[src/rtl/mipi_rx_frame_sequencer_if.sv]
// CSI-2 RX packet/payload bus and downstream line-FIFO write port for the frame sequencer.
interface mipi_rx_frame_sequencer_if;
    logic [5:0]  Rx_cmd_data_type;
    logic [15:0] Rx_cmd_word_count;
    logic        Rx_cmd_valid;
    logic [31:0] Rx_payload;
    logic        Rx_payload_valid;
    logic        Rx_payload_valid_last;
    logic        fifo_full;
    logic        fifo_writeen;
    logic [31:0] fifo_din;

    modport master (
        output Rx_cmd_data_type, Rx_cmd_word_count, Rx_cmd_valid,
        output Rx_payload, Rx_payload_valid, Rx_payload_valid_last, fifo_full,
        input  fifo_writeen, fifo_din
    );

    modport slave (
        input  Rx_cmd_data_type, Rx_cmd_word_count, Rx_cmd_valid,
        input  Rx_payload, Rx_payload_valid, Rx_payload_valid_last, fifo_full,
        output fifo_writeen, fifo_din
    );
endinterface

[src/rtl/mipi_rx_frame_sequencer.sv]
// CSI-2 RX frame sequencer: FS/FE/pixel-packet tracking, gated line-FIFO writes, word/line checks.
// Optional row cropping is enabled by defining MIPI_SEQ_CROP_EN.
//
// state    | meaning
// IDLE     | capture disabled
// WAIT_FS  | armed, waiting for frame start
// WAIT_PKT | inside a frame, between packets
// PAYLOAD  | forwarding pixel beats to the FIFO
// DROP     | discarding the rest of a pixel packet
module mipi_rx_frame_sequencer #(
    parameter logic [5:0]  PIX_DT    = 6'h3E,
    parameter logic [10:0] HEIGHT    = 11'd1440,
    parameter logic [10:0] ROW_START = 11'd0
) (
    input  logic                             CLKn,
    input  logic                             RST,
    input  logic                             ctrl_enable,
    input  logic                             err_clr,
    mipi_rx_frame_sequencer_if.slave         bus,
    output logic                             frame_start,
    output logic                             frame_end,
    output logic [10:0]                      line_cnt,
    output logic                             busy,
    output logic                             err_wc,
    output logic                             err_lines,
    output logic                             err_ovf
);
    localparam logic [2:0] S_IDLE     = 3'd0;
    localparam logic [2:0] S_WAIT_FS  = 3'd1;
    localparam logic [2:0] S_WAIT_PKT = 3'd2;
    localparam logic [2:0] S_PAYLOAD  = 3'd3;
    localparam logic [2:0] S_DROP     = 3'd4;

    logic [2:0]  state_q, state_d;
    logic [10:0] line_cnt_q, line_cnt_d;
    logic [14:0] beat_cnt_q, beat_cnt_d;
    logic [14:0] exp_beats_q, exp_beats_d;
    logic        fs_pulse_q, fs_pulse_d;
    logic        fe_pulse_q, fe_pulse_d;
    logic        wr_q, wr_d;
    logic [31:0] din_q, din_d;
    logic        err_wc_q, err_lines_q, err_ovf_q;
    logic        set_wc, set_lines, set_ovf;

    logic        is_fs, is_fe, is_pix, beat, last;
    logic [10:0] line_inc;
    logic [14:0] beat_next;
    logic        in_window;
    logic [11:0] lines_target;

    assign is_fs     = bus.Rx_cmd_valid && (bus.Rx_cmd_data_type == 6'h00);
    assign is_fe     = bus.Rx_cmd_valid && (bus.Rx_cmd_data_type == 6'h01);
    assign is_pix    = bus.Rx_cmd_valid && (bus.Rx_cmd_data_type == PIX_DT);
    assign beat      = bus.Rx_payload_valid;
    assign last      = bus.Rx_payload_valid && bus.Rx_payload_valid_last;
    assign line_inc  = (line_cnt_q == 11'h7FF) ? line_cnt_q : line_cnt_q + 11'd1;
    assign beat_next = beat_cnt_q + 15'd1;

`ifdef MIPI_SEQ_CROP_EN
    assign lines_target = {1'b0, ROW_START} + {1'b0, HEIGHT};
    assign in_window    = (line_cnt_q >= ROW_START) && ({1'b0, line_cnt_q} < lines_target);
`else
    logic unused_row_start;
    assign unused_row_start = ^ROW_START;
    assign lines_target     = {1'b0, HEIGHT};
    assign in_window        = 1'b1;
`endif

    always_comb begin
        state_d     = state_q;
        line_cnt_d  = line_cnt_q;
        beat_cnt_d  = beat_cnt_q;
        exp_beats_d = exp_beats_q;
        fs_pulse_d  = 1'b0;
        fe_pulse_d  = 1'b0;
        wr_d        = 1'b0;
        din_d       = din_q;
        set_wc      = 1'b0;
        set_lines   = 1'b0;
        set_ovf     = 1'b0;
        case (state_q)
            S_IDLE: begin
                if (ctrl_enable) state_d = S_WAIT_FS;
            end
            S_WAIT_FS: begin
                if (is_fs) begin
                    state_d    = S_WAIT_PKT;
                    fs_pulse_d = 1'b1;
                    line_cnt_d = 11'd0;
                end else if (!ctrl_enable) begin
                    state_d = S_IDLE;
                end
            end
            S_WAIT_PKT: begin
                if (is_fs) begin
                    fs_pulse_d = 1'b1;
                    line_cnt_d = 11'd0;
                end else if (is_pix) begin
                    exp_beats_d = 15'((17'(bus.Rx_cmd_word_count) + 17'd3) >> 2);
                    beat_cnt_d  = 15'd0;
                    state_d     = in_window ? S_PAYLOAD : S_DROP;
                end else if (is_fe) begin
                    fe_pulse_d = 1'b1;
                    set_lines  = ({1'b0, line_cnt_q} != lines_target);
                    state_d    = ctrl_enable ? S_WAIT_FS : S_IDLE;
                end
            end
            S_PAYLOAD, S_DROP: begin
                // A new FS abandons the packet in flight and restarts the frame.
                if (is_fs) begin
                    set_wc     = 1'b1;
                    fs_pulse_d = 1'b1;
                    line_cnt_d = 11'd0;
                    state_d    = S_WAIT_PKT;
                end else if (beat) begin
                    beat_cnt_d = beat_next;
                    if (state_q == S_PAYLOAD) begin
                        if (bus.fifo_full) begin
                            set_ovf = 1'b1;
                            state_d = S_DROP;
                        end else begin
                            wr_d  = 1'b1;
                            din_d = bus.Rx_payload;
                        end
                        if (last) set_wc = (beat_next != exp_beats_q);
                    end
                    if (last) begin
                        state_d    = S_WAIT_PKT;
                        line_cnt_d = line_inc;
                    end
                end
            end
            default: state_d = S_IDLE;
        endcase
    end

    always_ff @(posedge CLKn) begin
        if (RST) begin
            state_q     <= S_IDLE;
            line_cnt_q  <= 11'd0;
            beat_cnt_q  <= 15'd0;
            exp_beats_q <= 15'd0;
            fs_pulse_q  <= 1'b0;
            fe_pulse_q  <= 1'b0;
            wr_q        <= 1'b0;
            din_q       <= 32'd0;
            err_wc_q    <= 1'b0;
            err_lines_q <= 1'b0;
            err_ovf_q   <= 1'b0;
        end else begin
            state_q     <= state_d;
            line_cnt_q  <= line_cnt_d;
            beat_cnt_q  <= beat_cnt_d;
            exp_beats_q <= exp_beats_d;
            fs_pulse_q  <= fs_pulse_d;
            fe_pulse_q  <= fe_pulse_d;
            wr_q        <= wr_d;
            din_q       <= din_d;
            // Set has priority over a simultaneous clear.
            err_wc_q    <= set_wc    | (err_wc_q    & ~err_clr);
            err_lines_q <= set_lines | (err_lines_q & ~err_clr);
            err_ovf_q   <= set_ovf   | (err_ovf_q   & ~err_clr);
        end
    end

    assign bus.fifo_writeen = wr_q;
    assign bus.fifo_din     = din_q;
    assign frame_start      = fs_pulse_q;
    assign frame_end        = fe_pulse_q;
    assign line_cnt         = line_cnt_q;
    assign busy             = (state_q != S_IDLE) && (state_q != S_WAIT_FS);
    assign err_wc           = err_wc_q;
    assign err_lines        = err_lines_q;
    assign err_ovf          = err_ovf_q;
endmodule
[src/flat_wrapper.sv]
// flat-port wrapper written by rule: the top's interface ports become plain ports
module mipi_rx_frame_sequencer_flat 
#(
    parameter logic [5:0]  PIX_DT    = 6'h3E,
    parameter logic [10:0] HEIGHT    = 11'd1440,
    parameter logic [10:0] ROW_START = 11'd0
)
  (CLKn, RST, ctrl_enable, err_clr, frame_start, frame_end, line_cnt, busy, err_wc, err_lines, err_ovf, bus_Rx_cmd_data_type, bus_Rx_cmd_word_count, bus_Rx_cmd_valid, bus_Rx_payload, bus_Rx_payload_valid, bus_Rx_payload_valid_last, bus_fifo_full, bus_fifo_writeen, bus_fifo_din);
  mipi_rx_frame_sequencer_if bus_i ();
  input  logic CLKn;
  input  logic RST;
  input  logic ctrl_enable;
  input  logic err_clr;
  output logic frame_start;
  output logic frame_end;
  output logic [10:0] line_cnt;
  output logic busy;
  output logic err_wc;
  output logic err_lines;
  output logic err_ovf;
  input wire logic [$bits(bus_i.Rx_cmd_data_type)-1:0] bus_Rx_cmd_data_type;
  input wire logic [$bits(bus_i.Rx_cmd_word_count)-1:0] bus_Rx_cmd_word_count;
  input wire logic [$bits(bus_i.Rx_cmd_valid)-1:0] bus_Rx_cmd_valid;
  input wire logic [$bits(bus_i.Rx_payload)-1:0] bus_Rx_payload;
  input wire logic [$bits(bus_i.Rx_payload_valid)-1:0] bus_Rx_payload_valid;
  input wire logic [$bits(bus_i.Rx_payload_valid_last)-1:0] bus_Rx_payload_valid_last;
  input wire logic [$bits(bus_i.fifo_full)-1:0] bus_fifo_full;
  output wire logic [$bits(bus_i.fifo_writeen)-1:0] bus_fifo_writeen;
  output wire logic [$bits(bus_i.fifo_din)-1:0] bus_fifo_din;
  assign bus_i.Rx_cmd_data_type = bus_Rx_cmd_data_type;
  assign bus_i.Rx_cmd_word_count = bus_Rx_cmd_word_count;
  assign bus_i.Rx_cmd_valid = bus_Rx_cmd_valid;
  assign bus_i.Rx_payload = bus_Rx_payload;
  assign bus_i.Rx_payload_valid = bus_Rx_payload_valid;
  assign bus_i.Rx_payload_valid_last = bus_Rx_payload_valid_last;
  assign bus_i.fifo_full = bus_fifo_full;
  assign bus_fifo_writeen = bus_i.fifo_writeen;
  assign bus_fifo_din = bus_i.fifo_din;
  mipi_rx_frame_sequencer #(.PIX_DT(PIX_DT), .HEIGHT(HEIGHT), .ROW_START(ROW_START)) u_core (.CLKn(CLKn), .RST(RST), .ctrl_enable(ctrl_enable), .err_clr(err_clr), .bus(bus_i), .frame_start(frame_start), .frame_end(frame_end), .line_cnt(line_cnt), .busy(busy), .err_wc(err_wc), .err_lines(err_lines), .err_ovf(err_ovf));
endmodule
[config.mk]
export PLATFORM = sky130hd
export DESIGN_NAME = mipi_rx_frame_sequencer_flat
export DESIGN_NICKNAME = d
export VERILOG_FILES = /design/src/rtl/mipi_rx_frame_sequencer_if.sv /design/src/rtl/mipi_rx_frame_sequencer.sv /design/src/flat_wrapper.sv
export SDC_FILE = /design/constraint.sdc
export NUM_CORES = 1
export LEC_CHECK = 0
export BUFFER_PORTS_ARGS = -buffer_cell sky130_fd_sc_hd__buf_4
export CORE_MARGIN = 2
export CORE_UTILIZATION = 55
export DETAILED_ROUTE_END_ITERATION = 10
export PLACE_DENSITY = 0.83
export SYNTH_ARGS = -nofsm -noshare
export SYNTH_HDL_FRONTEND = slang
export SYNTH_SLANG_ARGS = --single-unit
[constraint.sdc]
create_clock -name CLKn -period 3.2 [get_ports CLKn]
set_input_delay 0.32 -clock CLKn [delete_from_list [all_inputs] [get_ports CLKn]]
set_output_delay 0.32 -clock CLKn [all_outputs]
set_load 0.01 [all_outputs]
### Word level (Yosys, flattened, before mapping)

Index checks and enable logic that the tools add are counted.

| word-level totals | value |
|---|---|
| register bits after elaboration | 82 |
| input bits | 62 |
| output and inout port bits | 50 |
| word-level logic and storage cells | 113 |

| operators by class | value |
|---|---|
| $add $sub $neg | 3 |
| eq/ne operators | 23 |
| muxes and demuxes | 41 |
| bitwise logic cells | 14 |
| reductions and logical operators | 21 |

Operators with widths:

| kind | count |
|---|---|
| 2-to-1 mux 15 bit | 4 |
| 2-to-1 mux 11 bit | 5 |
| 2-to-1 mux 3 bit | 11 |
| case mux 15 bit (2 select lines) | 1 |
| case mux 11 bit (2 select lines) | 1 |
| 2-to-1 mux 1 bit | 18 |
| adder 16 x 2 -> 17 bit, second input constant | 1 |
| adder 15 x 1 -> 15 bit, second input constant | 1 |
| != test 15 bit | 1 |
| AND reduction 5 bit | 3 |
| case mux 3 bit (4 select lines) | 1 |
| adder 11 x 1 -> 11 bit, second input constant | 1 |
| equality test 11 bit, second input constant | 1 |
| != test 11 bit, second input constant | 1 |
| != test 3 x 1 -> 1 bit, second input constant | 3 |
| != test 3 x 2 -> 1 bit, second input constant | 3 |
| != test 2 bit, second input constant | 4 |
| NOT 1 bit | 8 |
| OR reduction 4 bit | 2 |
| AND reduction 7 bit | 1 |
| equality test 3 x 2 -> 1 bit, second input constant | 2 |
| equality test 6 x 1 -> 1 bit, second input constant | 1 |
| equality test 6 bit, second input constant | 1 |
| logical NOT 6 bit | 1 |
| other kinds (14) | 26 |

### Depth between registers and ports, before layout

Gate-level depths: netlist (run 1).

| depth | value |
|---|---|
| word-level depth | 8 |
| depth in mapped cells | 8 |
| depth with buffers taken out | 7 |

### Worst setup path before layout (run 1)

Ideal clock, no wire load.

| timing | value |
|---|---|
| kind | register -> register |
| from | register u_core.beat_cnt_q[1] |
| to | register u_core.err_wc_q (netlist: u_core.err_wc) |
| library setup time | 0.131 ns |
| arrival time | 2.016 ns |
| required time | 3.069 ns |
| slack | 1.053 ns |
| cell stages (with the launch flop) | 9 |
| buffers on the path | 1 |
| period minus slack after synthesis | 2.147 ns |
| path through | dfxtp_1 -> ha_1 -> buf_4 -> nand3_4 -> or4_1 -> a22o_1 -> nand4b_4 -> nor4_2 -> o41ai_2 |

| on the way | value |
|---|---|
| cells in the longest elaborated chain, start to end | 8 |

RTL lines:

| what | RTL line | text |
|---|---|---|
| start, declared | mipi_rx_frame_sequencer.sv:36 | `logic [14:0] beat_cnt_q, beat_cnt_d;` |
| start signal, assigned | mipi_rx_frame_sequencer.sv:153 | `beat_cnt_q <= beat_cnt_d;` |
| adder 15 x 1 -> 15 bit | mipi_rx_frame_sequencer.sv:57 | `assign beat_next = beat_cnt_q + 15'd1;` |
| != test 15 bit | mipi_rx_frame_sequencer.sv:125 | `if (last) set_wc = (beat_next != exp_beats_q);` |
| 2-to-1 mux 1 bit | mipi_rx_frame_sequencer.sv:125 |  |
| 2-to-1 mux 1 bit | mipi_rx_frame_sequencer.sv:117 | `if (state_q == S_PAYLOAD) begin` |
| 2-to-1 mux 1 bit | mipi_rx_frame_sequencer.sv:115 | `end else if (beat) begin` |
| 2-to-1 mux 1 bit | mipi_rx_frame_sequencer.sv:110 | `if (is_fs) begin` |
| 2-to-1 mux 1 bit | mipi_rx_frame_sequencer.sv:81 | `case (state_q)` |
| bitwise OR 1 bit | mipi_rx_frame_sequencer.sv:160 | `err_wc_q <= set_wc \| (err_wc_q & ~err_clr);` |
| end signal, assigned | mipi_rx_frame_sequencer.sv:160 |  |
| end, declared | mipi_rx_frame_sequencer.sv:42 | `logic err_wc_q, err_lines_q, err_ovf_q;` |

Every way passes these cells.
A chain may end at the register's enable or synchronous reset.

### Final worst setup path (run 1)

| timing | value |
|---|---|
| from | register u_core.beat_cnt_q[0] |
| to | register u_core.err_wc_q (netlist: u_core.err_wc) |

Same word-level chain as after synthesis.

==> reports/results.tsv, run 1 <==
stage	metric	value	unit
run_status	status	complete, no violations	
floorplan	ios	112	
floorplan	rows	32	
hold_path	worstHoldStart	bus_Rx_payload[11]	
detailed_routing	wl_per_cell	14.9	microns
critical_path	crit_start	u_core.beat_cnt_q[0]	
clock_network	root_buffer	clkbuf_8	
placed_design	place_area	5170	sq um
pwr	report.power.total	1.90	mW
detailed_routing	vias_per_cell	5.73	
placed_design	place_worst_setup_slack	690	ps
pwr	worst_ir_drop_vdd	0.000323	V
placed_design	dpl.hpwl	8160	microns
clock_network	path_clk_slew	80	ps
critical_path	critical_path.max_fanout	10	
floorplan	core_area	7690	sq um
floorplan	fp.dieH	92.8	microns
hold_path	hold_class	primary input to flop	
synth	post-synth-top-count-cell	nand2_1	
synth	synth_cells	563	
sta	post-route-min-period	2610	ps
finish	drive_above_1_share	22.4	%
sta	hold_viol	0	
floorplan	die_w	92.8	microns
placed_design	io_buffers	111	
global_route	antenna_found_initial	0	
critical_path	cpPeakStageDelay	540	ps
detailed_routing	drt-total-wl	11300	microns
sta	setup_viol	0	
pwr	powerDensity	355	nW/um^2
clock_network	post_cts_buffers	0	
detailed_routing	dr_total_vias	4346	
clock_network	cts.sinks	82	
synth	syn_nets	628	
global_route	grt_max_degree	85	
finish	fin_cells	758	
sta	min_period_over_period	81.7	%
sta	timing.final.ws_setup	585	ps
job	cap_violations	0	
finish	area_delta_synth_final	23.7	%
synth	synth-main-ff-cell	dfxtp_1	
clock_network	htree_levels	3	
finish	nFillCells	693	
pwr	p_leak	1.97	nW
critical_path	r2r_start	u_core.beat_cnt_q[0]	
hold_path	holdPathEnd	u_core.bus.fifo_din[11]	
critical_path	worstSetupStartpointType	flop	
synth	ys_top_cells_by_count	97 x nand2_1, 82 x dfxtp_1, 63 x a21oi_1	
synth	seq_area_frac_synth	37.8	%
global_route	grt_pass1_vias	4003	
sta	fin_hold_ws	218	ps
placed_design	gp_congestion	0.899	
finish	design_area	5360	sq um
critical_path	endpoint_kind	flop	
critical_path	cp_slowest_cell	or4_1	
synth	ys_types	68	
finish	fin_nets	716	
clock_network	cts_buffers	9	
clock_network	cts_tree	done	
synth	ys_warn_count	0	
sta	rsz0062_at_grt	no	
clock_network	cts_resized	0	
global_route	track_usage	26.2	%
detailed_routing	drc_errors	0	
critical_path	r2r_slack	590	ps
floorplan	start_util	56.4	%
synth	yosysTopAreaCell	dfxtp_1	
detailed_routing	first_iter_violations	281	
clock_network	holdBufCountCts	0	
synth	async_reset_ff_share	0	%
finish	fin_util	69.8	%
sta	slew_headroom	34.1	%
synth	ys_ff_latch	82	
sta	fmax	382	MHz
detailed_routing	drtAntennaViolNets	0	
critical_path	cp.required	3390	ps
critical_path	crit_type	flop to flop	
synth	synth_area	4340	sq um
critical_path	reg2reg_to	u_core.err_wc	
sta	tightest_slew	982	ps
detailed_routing	drt_first_pass_iters	8	
hold_path	hold_depth	3	
critical_path	ff2ff_path_depth	7	
synth	synth_area_leaders	dfxtp_1 38%, nand2_1 8.4%, a21oi_1 7.3%	
clock_network	clockBufferDepth	2	
sta	tns	0	ps
finish	antenna_cells	0	
clock_network	insertion_delay	340	ps
synth	synth_top_area_share	37.8	%
sta	slew_violations	0	
global_route	grt_first_pass_wirelength	18500	microns
sta	finClkSkew	11.2	ps
synth	synth_area_per_cell	7.70	sq um
floorplan	dieArea	8610	sq um
global_route	grt.overflow.total	0	
placed_design	dp_cells	742	
critical_path	crit_chain	ha_1 -> nand3_4 -> or4_1 -> a22o_1 -> nand4b_4 -> nor4_2 -> o41ai_2	
synth	synth_edf_count	0	
critical_path	worstPathArrival	2800	ps
==> state kept, by name, summed over array words and instances, names as in the netlist <==
signal / cells
u_core.err_lines: 1
u_core.line_cnt: 11
u_core.bus.fifo_writeen: 1
u_core.frame_start: 1
u_core.beat_cnt_q: 15
u_core.bus.fifo_din: 32
u_core.err_ovf: 1
u_core.exp_beats_q: 15
u_core.state_q: 3
u_core.err_wc: 1
u_core.frame_end: 1
==> where the power goes <==
group          switching [mW]  internal (mW)
registers             0.00578           1.02
logic                  0.0584         0.0689
clock network           0.370          0.380
total                   0.435           1.47
==> cell type report <==
type                       count  area (sq um)  share of cell area [%]
clock inverter                 5          53.8                    1.00
clock buffer                  11           141                    2.64
multi-input combinational    431          2490                    46.4
sequential                    82          1640                    30.6
inverter                      12          45.0                   0.840
timing repair buffer         115           863                    16.1
tap                          102           128                    2.38
==> cells in the final DEF (no fill, tap or decap), types with 8 or more instances in the layout <==
cell,n
dfxtp_1,82
nand3_1,17
nand3b_1,8
a21oi_1,63
xnor2_1,15
clkbuf_8,10
a211oi_1,14
o21ai_0,24
nor3_1,12
nand2_1,97
inv_1,12
nor2_1,52
xor2_1,10
nand4_1,14
buf_4,115
==> kinds of logic after synthesis <==
logic type	count (synthesis)	synth area share, %
buffers and inverters	50	4.85
xor gates and xnor gates	26	5.57
adders and majority gates	3	0.865
and+or+nand+nor	254	29.2
AOI/OAI and AO/OA	144	20.7
muxes	4	0.981
DFF	82	37.8
==> routing by layer <==
metal	track usage, %	vias to the layer above	routed length (microns)
met3	7.57	13	891
met5	0	-	0
met4	6.62	0	129
li1	-	2174	-
met2	43.2	144	5330
met1	33.7	2015	4920
==> critical path, delay by kind of cell (launching register included) <==
family | cells | cell delay, ps
and+or+nand+nor | 4 | 1210
adders and majority gates | 1 | 450
DFF | 1 | 460
AOI/OAI and AO/OA | 2 | 340
==> worst max-delay path by stage <==
stage | endpoint | depth (start not counted)
floorplan | u_core.err_wc | 8
global placement | u_core.err_wc | 7
detailed placement | u_core.err_wc | 7
CTS | u_core.err_wc | 7
global route | u_core.err_wc | 7
finish | u_core.err_wc | 7
Note: power is estimated with default switching activity, not from simulation.
==> inputs of run 2 (changes only) <==
Settings changed: CORE_UTILIZATION 55 to 53, PLACE_DENSITY 0.83 to 0.8.
Clock period 3.2 ns to 2.74 ns, I/O delays scaled along.
==> run 2 against run 1 <==
Die area up 3.6%. Clock power up 29%. Core utilization down 0.77 points. Combinational power up 19%. First-iteration DRC count up 4.3%. Register-to-register slack worse by 240 ps. Via count up 0.83%. Global-route usage down 0.33 points. Routed wire length up 1.3%. Sequential share of layout area down 0.29 points.
==> reports/results.tsv, run 2 (synthesis results as in run 1) <==
stage	metric	value	unit	change
sta	slew_violations	0		unchanged
placed_design	io_buffers	111		unchanged
critical_path	worstSetupStartpointType	flop		
critical_path	cp.required	2960	ps	-430 ps
global_route	grt.overflow.total	0		unchanged
hold_path	hold_class	primary input to flop		
sta	fmax	417	MHz	+9.0%
global_route	grt_busiest_layer	met2		
floorplan	rows	32		unchanged
finish	fin_util	69.0	%	-0.77 points
pwr	p_switching	0.530	mW	+22%
global_route	grtUsageMet2	43.5	%	+0.28 points
pwr	swShare	22.9	%	+0.043 points
sta	fin_hold_ws	156	ps	-61.5 ps
detailed_routing	drtAntennaViolNets	0		unchanged
sta	min_period_over_period	87.5	%	+5.8 points
global_route	use_met1	32.3	%	-1.4 points
finish	seqCellArea	1640	sq um	unchanged
clock_network	cts.sinks	82		unchanged
sta	timing.final.ws_setup	341	ps	-244 ps
sta	slew_headroom	59.7	%	+26 points
finish	largest_reg_flops	32		unchanged
pwr	p_seq_share	51.7	%	-2.2 points
detailed_routing	wl_per_cell	15.0	microns	+0.73%
finish	multiInputGateArea	2490	sq um	unchanged
clock_network	root_buffer	clkbuf_8		
pwr	p_int	1.79	mW	+22%
clock_network	post_cts_buffers	0		unchanged
global_route	antenna_found_initial	0		unchanged
hold_path	worstHoldStart	bus_Rx_payload[7]		
job	cap_violations	0		unchanged
floorplan	dieArea	8920	sq um	+3.6%
detailed_routing	dr_total_vias	4382		+0.83%
floorplan	core_area	7850	sq um	+2.1%
detailed_routing	drc_errors	0		unchanged
placed_design	place_worst_setup_slack	389	ps	-301 ps
critical_path	endpoint_kind	flop		
finish	area_delta_synth_final	24.8	%	
floorplan	ios	112		unchanged
finish	mostFrequentLayoutCell	buf_4		
sta	finClkSkew	6.08	ps	-5.08 ps
placed_design	dpl.hpwl	8260	microns	+1.2%
floorplan	fp.dieH	94.5	microns	+1.8%
clock_network	cts_tree	done		
critical_path	crit_type	flop to flop		
global_route	grt_max_degree	53		-38%
global_route	use_met3	7.98	%	+0.41 points
floorplan	die_w	94.5	microns	+1.8%
finish	antenna_cells	0		unchanged
clock_network	insertion_delay	350	ps	about the same
clock_network	holdBufCountCts	0		unchanged
pwr	p_comb_share	6.5	%	-0.2 points
critical_path	crit_start	u_core.beat_cnt_q[0]		
clock_network	clockBufferDepth	2		unchanged
pwr	powerDensity	428	nW/um^2	+21%
global_route	track_usage	25.9	%	-0.33 points
run_status	status	complete, no violations		
sta	tns	0	ps	unchanged
finish	fin_nets	720		+0.56%
finish	nFillCells	705		+1.7%
clock_network	cts_resized	0		unchanged
sta	rsz0062_at_grt	no		
sta	hold_viol	0		unchanged
finish	layout_common_cells	119 x buf_4, 97 x nand2_1, 82 x dfxtp_1		
clock_network	path_clk_slew	90	ps	about the same
critical_path	worstPathArrival	2620	ps	-180 ps
global_route	grt_first_pass_wirelength	18500	microns	about the same
clock_network	htree_levels	3		unchanged
sta	post-route-min-period	2400	ps	-216 ps
detailed_routing	vias_per_cell	5.75		+0.30%
sta	tightest_slew	599	ps	-382 ps
critical_path	r2r_start	u_core.beat_cnt_q[0]		
finish	drive_above_1_share	22.9	%	+0.47 points
critical_path	critical_path.max_fanout	9		-1
detailed_routing	first_iter_violations	293		+4.3%
detailed_routing	drt_first_pass_iters	5		-3
floorplan	start_util	55.3	%	-1.2 points
pwr	p_leak	1.99	nW	+1.0%
placed_design	gp_congestion	0.943		+4.9%
pwr	clkPwrFrac	41.8	%	+2.4 points
clock_network	cts_buffers	9		unchanged
detailed_routing	drt-total-wl	11400	microns	+1.3%
pwr	worst_ir_drop_vdd	0.000285	V	-12%
sta	setup_viol	0		unchanged
global_route	grt_pass1_vias	4102		+2.5%
[run 2: layout make-up]
type                    count  share of cell area, %
clock inverters             6                   1.64
repair buffers            119                   16.5
clock buffers              10                   2.36
well taps                 102                   2.36
multi-input cells         431                   46.0
flip-flops and latches     82                   30.3
inverters                  12                  0.832
[run 2: worst paths after layout]
check | to | slack [ps] | depth (start not counted)
max reg2reg | u_core.err_wc | 340 | 8
min reg2reg | u_core.err_lines | 440 | 2
min | u_core.bus.fifo_din[7] | 160 | 3
max | u_core.err_wc | 340 | 8
[run 2: worst max-delay path: stages (launching register included)]
cell	delay (ps)
dfxtp_1	470
ha_1	260
buf_4	180
and3_1	260
a221oi_1	110
a221oi_1	390
nand4b_4	150
nor4_2	340
o41ai_2	90
[run 2: metrics by stage]
stage	power, mW	cell area (sq um)	std cells
final	2.32	5420	762
after detailed placement	1.38	5200	746
after global placement	1.37	5200	746
after floorplan	1.29	4340	563
after global routing	2.40	5420	762
after CTS	2.33	5420	762
[run 2: power groups by stage]
stage	combinational (mW)	clock [mW]	sequential, mW
after floorplan	0.0657	0	1.22
after global placement	0.146	0	1.23
after detailed placement	0.149	0	1.23
after CTS	0.149	0.978	1.20
after global routing	0.162	1.04	1.20
final	0.151	0.970	1.20
[run 2: routing by layer]
| metal | part of all wire, % | vias up |
|---|---|---|
| met4 | 1.0 | 0 |
| met3 | 9.0 | 16 |
| met1 | 43 | 2014 |
| li1 | - | 2180 |
| met2 | 47 | 172 |
| met5 | 0 | - |
